## config.mk

```make
export PLATFORM = sky130hd
export DESIGN_NAME = bus_trace_fifo
export DESIGN_NICKNAME = d
export VERILOG_FILES = /design/src/rtl/bus_trace_pkg.sv /design/src/rtl/bus_trace_fifo_core.sv /design/src/rtl/bus_trace_fifo.sv
export SDC_FILE = /design/constraint.sdc
export NUM_CORES = 2
export LEC_CHECK = 0
export CORE_MARGIN = 3
export CORE_UTILIZATION = 62
export DETAILED_ROUTE_END_ITERATION = 8
export MAX_ROUTING_LAYER = met4
export PLACE_DENSITY_LB_ADDON = 0.12
export SYNTH_ARGS = -nofsm -noshare
export SYNTH_HDL_FRONTEND = slang
export SYNTH_HIERARCHICAL = 1
export SYNTH_SLANG_ARGS = --single-unit
```

## constraint.sdc

```tcl
create_clock -name iClk -period 7.25 [get_ports iClk]
set_clock_uncertainty 0.15 [all_clocks]
set_input_delay 0.725 -clock iClk [delete_from_list [all_inputs] [get_ports iClk]]
set_output_delay 0.725 -clock iClk [all_outputs]
set_load 0.005 [all_outputs]
```

## src/rtl/bus_trace_pkg.sv

```systemverilog
// Shared definitions for the bus trace FIFO: channel indices, default read-channel
// mask and the packed entry layout {chan, ts, addr, data} from MSB down.
package bus_trace_pkg;

    localparam int CH_IOR  = 0;
    localparam int CH_IOW  = 1;
    localparam int CH_MEMR = 2;
    localparam int CH_MEMW = 3;

    // IOR and MemR capture the data driven towards the CPU.
    localparam logic [3:0] CH_IS_READ_DEFAULT = 4'b0101;

    localparam int DATA_LSB = 0;

    function automatic int addrLsb(input int dataW);
        return DATA_LSB + dataW;
    endfunction

    function automatic int tsLsb(input int dataW, input int addrW);
        return addrLsb(dataW) + addrW;
    endfunction

    function automatic int chanLsb(input int dataW, input int addrW, input int tsW);
        return tsLsb(dataW, addrW) + tsW;
    endfunction

    function automatic int entryWidth(input int chW, input int tsW, input int addrW, input int dataW);
        return chanLsb(dataW, addrW, tsW) + chW;
    endfunction

endpackage

```

## src/rtl/bus_trace_fifo_core.sv

```systemverilog
// First-word-fall-through FIFO with optional overwrite-oldest behaviour when full.
// Reports per-cycle drop/overwrite pulses so the caller can account for lost events.
module trace_fifo_core #(
    parameter int WIDTH     = 8,
    parameter int DEPTH     = 64,
    parameter int WRAP_MODE = 0,
    localparam int PTR_W    = $clog2(DEPTH),
    localparam int CNT_W    = PTR_W + 1
) (
    input  logic             iClk,
    input  logic             iRst,
    input  logic             iClear,
    input  logic             iPush,
    input  logic [WIDTH-1:0] iPushData,
    input  logic             iPop,
    output logic [WIDTH-1:0] oData,
    output logic             oValid,
    output logic [CNT_W-1:0] oCount,
    output logic             oFull,
    output logic             oDropped,
    output logic             oOverwrite
);

    localparam bit WRAP = (WRAP_MODE != 0);

    logic [WIDTH-1:0] mem [DEPTH];
    logic [PTR_W-1:0] rdPtr, wrPtr;
    logic [CNT_W-1:0] countReg, countNext;
    logic             popOk, pushReq, writeEn, advRd, full;

    always_comb begin
        full       = (countReg == CNT_W'(DEPTH));
        popOk      = iPop && (countReg != '0) && !iClear;
        pushReq    = iPush && !iClear;
        writeEn    = pushReq && (!full || popOk || WRAP);
        oOverwrite = pushReq && full && !popOk && WRAP;
        oDropped   = pushReq && full && !popOk && !WRAP;
        advRd      = popOk || oOverwrite;
        countNext  = countReg;
        // An overwrite replaces the oldest entry, so occupancy is unchanged.
        if ((writeEn && !oOverwrite) && !popOk) begin
            countNext = countReg + CNT_W'(1);
        end else if (!(writeEn && !oOverwrite) && popOk) begin
            countNext = countReg - CNT_W'(1);
        end
    end

    always_ff @(posedge iClk or posedge iRst) begin
        if (iRst) begin
            rdPtr    <= '0;
            wrPtr    <= '0;
            countReg <= '0;
        end else if (iClear) begin
            rdPtr    <= '0;
            wrPtr    <= '0;
            countReg <= '0;
        end else begin
            if (writeEn) wrPtr <= wrPtr + PTR_W'(1);
            if (advRd)   rdPtr <= rdPtr + PTR_W'(1);
            countReg <= countNext;
        end
    end

    always_ff @(posedge iClk) begin
        if (writeEn) mem[wrPtr] <= iPushData;
    end

    assign oData  = mem[rdPtr];
    assign oValid = (countReg != '0);
    assign oCount = countReg;
    assign oFull  = full;

endmodule

```

## src/rtl/bus_trace_fifo.sv

```systemverilog
// Captures CPU bus strobe completions (falling edges) into a trace FIFO with
// timestamp, address and data; arbitrates simultaneous events and counts losses.
module bus_trace_fifo
    import bus_trace_pkg::*;
#(
    parameter int ADDR_W   = 20,
    parameter int DATA_W   = 8,
    parameter int CHANNELS = 4,
    parameter logic [CHANNELS-1:0] CH_IS_READ = CHANNELS'(CH_IS_READ_DEFAULT),
    parameter int DEPTH     = 64,
    parameter int TS_W      = 16,
    parameter int WRAP_MODE = 0,
    parameter int CH_W      = $clog2(CHANNELS),
    parameter int ENTRY_W   = entryWidth(CH_W, TS_W, ADDR_W, DATA_W)
) (
    input  logic                     iClk,
    input  logic                     iRst,
    input  logic                     iEnable,
    input  logic [CHANNELS-1:0]      iChanMask,
    input  logic                     iClear,
    input  logic [ADDR_W-1:0]        iAddr,
    input  logic [DATA_W-1:0]        iDataR,
    input  logic [DATA_W-1:0]        iDataW,
    input  logic [CHANNELS-1:0]      iStrobe,
    input  logic                     iPop,
    output logic                     oValid,
    output logic [ENTRY_W-1:0]       oEntry,
    output logic [$clog2(DEPTH):0]   oCount,
    output logic                     oFull,
    output logic                     oOverflow,
    output logic [7:0]               oLost
);

    localparam int QC_W = $clog2(CHANNELS + 1);

    logic [CHANNELS-1:0] sOld, evQual;
    logic [TS_W-1:0]     tsReg;
    logic [7:0]          lostReg, lostNext;
    logic                overflowReg;
    logic [CH_W-1:0]     selChan;
    logic [QC_W-1:0]     qualCnt, lostInc;
    logic [9:0]          lostSum;
    logic [DATA_W-1:0]   selData;
    logic                coreDropped, coreOverwrite;

    for (genvar gi = 0; gi < CHANNELS; gi++) begin : gEdge
        assign evQual[gi] = iEnable & iChanMask[gi] & sOld[gi] & ~iStrobe[gi];
    end

    // Scan high to low so the lowest qualified channel wins.
    always_comb begin
        selChan = CH_W'(CH_IOR);
        qualCnt = '0;
        for (int c = CHANNELS - 1; c >= 0; c--) begin
            if (evQual[c]) begin
                selChan = CH_W'(c);
                qualCnt = qualCnt + QC_W'(1);
            end
        end
    end

    always_comb begin
        selData = CH_IS_READ[selChan] ? iDataR : iDataW;
        lostInc = ((qualCnt != '0) ? (qualCnt - QC_W'(1)) : '0)
                + QC_W'(coreDropped | coreOverwrite);
        lostSum  = {2'b00, lostReg} + 10'(lostInc);
        lostNext = (lostSum > 10'd255) ? 8'hFF : lostSum[7:0];
    end

    trace_fifo_core #(
        .WIDTH     (ENTRY_W),
        .DEPTH     (DEPTH),
        .WRAP_MODE (WRAP_MODE)
    ) uCore (
        .iClk       (iClk),
        .iRst       (iRst),
        .iClear     (iClear),
        .iPush      (|evQual),
        .iPushData  ({selChan, tsReg, iAddr, selData}),
        .iPop       (iPop),
        .oData      (oEntry),
        .oValid     (oValid),
        .oCount     (oCount),
        .oFull      (oFull),
        .oDropped   (coreDropped),
        .oOverwrite (coreOverwrite)
    );

    // Strobe history keeps tracking through iClear so no false edges appear.
    always_ff @(posedge iClk or posedge iRst) begin
        if (iRst) begin
            sOld        <= '0;
            tsReg       <= '0;
            lostReg     <= '0;
            overflowReg <= 1'b0;
        end else begin
            sOld <= iStrobe;
            if (iClear) begin
                tsReg       <= '0;
                lostReg     <= '0;
                overflowReg <= 1'b0;
            end else begin
                tsReg   <= tsReg + TS_W'(1);
                lostReg <= lostNext;
                if (lostInc != '0) overflowReg <= 1'b1;
            end
        end
    end

    assign oLost     = lostReg;
    assign oOverflow = overflowReg;

endmodule
```

==> impl_metrics.json <==
{
  "clkTransAtPathRegs_ns": 0.06,
  "yosysTopAreaCell": "edfxtp_1",
  "reg2reg_setup_slack_ns": 2.38,
  "ys_warn_count": 6,
  "die-area_sq_um": 190000,
  "worstRegToRegCells": 9,
  "internal_power_mw": 30.3,
  "io_buffer_count": 112,
  "drt-pass1-iter-count": 6,
  "ys_async_sr_fraction": 0.0160,
  "maxCapViolations": 0,
  "cts.repair.resized": 0,
  "rsz0062_at_grt": "no",
  "route.detailed.drc": 0,
  "r2r_end": "uCore/mem[22][33]",
  "ios": 113,
  "synthToLayoutAreaGrowth_pct": 12.7,
  "tns_ns": 0,
  "wl_um": 288000,
  "path_class": "flop to primary output",
  "synthTopCellsByArea": "edfxtp_1, mux4_2, dfrtp_1",
  "final_layout_size_suffix_gt1_frac": 0.275,
  "cts_tree": "built",
  "track_usage": 0.318,
  "drtAntennaViolNets": 0,
  "grt_max_degree": 115,
  "cts.sinks": 2992,
  "p_seq_frac": 0.486,
  "critPathLaunchType": "flop",
  "cts-root-buf": "clkbuf_16",
  "insertion_delay_ns": 0.92,
  "grt_pass1_wl_um": 416000,
  "crit_required_ns": 6.38,
  "drv_slew": 0,
  "synth_edf_count": 2944,
  "synth_top_cell_area_share": 0.772,
  "syn_nets": 5029,
  "final-hold-violation-count": 0,
  "max_slew_margin": 0.0910,
  "hold_start": "iStrobe[0]",
  "fp.dieW_um": 436,
  "status": "complete, no violations",
  "crit_fanout": 48,
  "antenna_found_initial": 8,
  "syn_area_per_cell_sq_um": 23.1,
  "synth_most_common_cell": "edfxtp_1",
  "pwr-share-clk": 0.378,
  "fin_nets": 5367,
  "netlist_top_cells_count": "edfxtp_1, mux4_2, nor2_1, clkbuf_1, mux2i_1",
  "hold_end": "sOld[0]",
  "hp-class": "primary input to flop",
  "cp_data_arrival_time_ns": 5.30,
  "first_global_vias": 56209,
  "gp_congestion": 0.842,
  "cts-buffers-inserted": 305,
  "syn_inst": 4959,
  "setup_viol": 0,
  "viasPerCell": 7.00,
  "syn_area_sq_um": 114000,
  "min_period_over_period": 0.852,
  "power_density_nw_per_um2": 305,
  "tightest_slew_ns": 1.36,
  "routedWlPerCell_um": 36.1,
  "htreeDepth": 5,
  "utilization": 0.704,
  "p_switching_mw": 9.03,
  "placeableCoreArea_sq_um": 183000,
  "start_util": 0.625,
  "ys_ff_latch": 2992,
  "period_minus_slack_ns": 6.18,
  "comb_power_share": 0.136,
  "post_cts_buffers": 0,
  "power_mw": 39.4,
  "hold_ws_ns": 0.109,
  "leakage_nw": 39.9,
  "grt_overflow": 0,
  "end_kind": "primary output",
  "vias": 55818,
  "row_count": 157,
  "ys.flop_type": "edfxtp_1",
  "peakVddDrop_uv": 287,
  "p_sw_frac": 0.229,
  "r2r_start": "sOld[2]",
  "synth.distinct_cells": 58,
  "hpwl_um": 159000,
  "die_y_um": 436,
  "cts.path.max_buffers": 4,
  "worstHoldPathCells": 1,
  "synth_seq_area_share": 0.783,
  "fmax_mhz": 162,
  "drt_iter0_markers": 7142
}
layer usage:
layer / part of all wire / track usage / vias up
li1: - / - / 21940
met1: 0.38 / 0.455 / 29948
met2: 0.47 / 0.463 / 3384
met3: 0.11 / 0.0724 / 546
met4: 0.040 / 0.115 / 0
met5: 0 / - / -
stage by stage:
| stage | std cells | setup WS, ns | instance area (sq um) |
|---|---|---|---|
| global route | 7978 | 1.08 | 129000 |
| detailed placement | 7453 | 1.56 | 120000 |
| finish | 7978 | 1.07 | 129000 |
| CTS | 7975 | 1.16 | 129000 |
| floorplan | 4959 | 1.17 | 114000 |
| global placement | 7453 | 1.70 | 120000 |
worst max-delay path by stage:
stage | start | end | slack (ns) | depth (start not counted)
2_1_floorplan | iStrobe[2] | uCore/mem[47][0] | 1.17 | 9
3_3_place_gp | iEnable | uCore/mem[22][9] | 1.70 | 10
3_5_place_dp | iEnable | uCore/mem[22][9] | 1.56 | 10
4_1_cts | uCore/rdPtr[2] | oEntry[27] | 1.16 | 7
5_1_grt | uCore/rdPtr[2] | oEntry[45] | 1.08 | 7
6_report | uCore/rdPtr[2] | oEntry[45] | 1.07 | 7
cells in the final DEF, fill, tap and decap left out, types with 55 or more instances in the layout:
cell and count:
a221oi_1 105, buf_4 153, nor2_1 68, nor2_4 67, mux2i_1 112, a21oi_1 72
clkbuf_16 309, clkinv_1 69, a22o_1 56, edfxtp_1 2944, mux2_2 55, o22ai_1 67
clkdlybuf4s50_1 91, mux4_2 736, clkbuf_1 56
layout make-up:
cell class                      instances  area, sq um
Fill cell                           10613        54200
Clock inverter                        156         1370
Clock buffer                          365         7940
Timing Repair Buffer                  307         3000
Antenna cell                            3         7.51
Multi-Input combinational cell       1673        24000
Tap cell                             2464         3080
Sequential cell                      2992        89600
Inverter                               18         67.6
power by group through the flow:
stage	registers [mW]	clock network (mW)	logic (mW)
3_3_place_gp	19.5	0	5.37
2_1_floorplan	19.4	0	3.98
4_1_cts	19.1	15.1	5.43
5_1_grt	19.1	15.8	5.73
6_report	19.1	14.9	5.37
3_5_place_dp	19.5	0	5.40
state kept, by name (all words and copies together) (netlist names):
name / count
uCore/mem: 2944
oLost: 8
uCore/wrPtr: 6
uCore/rdPtr: 6
uCore/oCount: 7
sOld: 4
oOverflow: 1
tsReg: 16
logic make-up (layout without fill, tap and decap cells):
group / count (synthesis) / count (layout) / share of synthesized area
adders and majority gates: 21 / 21 / 0.00243
and+or+nand+nor: 308 / 308 / 0.0130
muxes: 913 / 913 / 0.161
buffers and inverters: 294 / 846 / 0.0128
DFF: 2992 / 2992 / 0.783
xor gates and xnor gates: 32 / 32 / 0.00245
other: 1 / 4 / 0.0000328
AOI/OAI and AO/OA: 398 / 398 / 0.0255
repair_timing:
item	CTS	global route
setup endpoints to repair	0	0
hold endpoints to repair	10	0
hold buffers	1	0
worst max-delay path: stages (launching register included):
cell and delay, ns:
dfrtp_4 1.04, buf_4 0.56, mux4_2 0.38, mux2i_1 0.44, o22ai_1 0.39, a221oi_1 0.80
nand2_1 0.24, clkdlybuf4s50_1 0.51
Note: power is estimated with default switching activity, not from simulation.
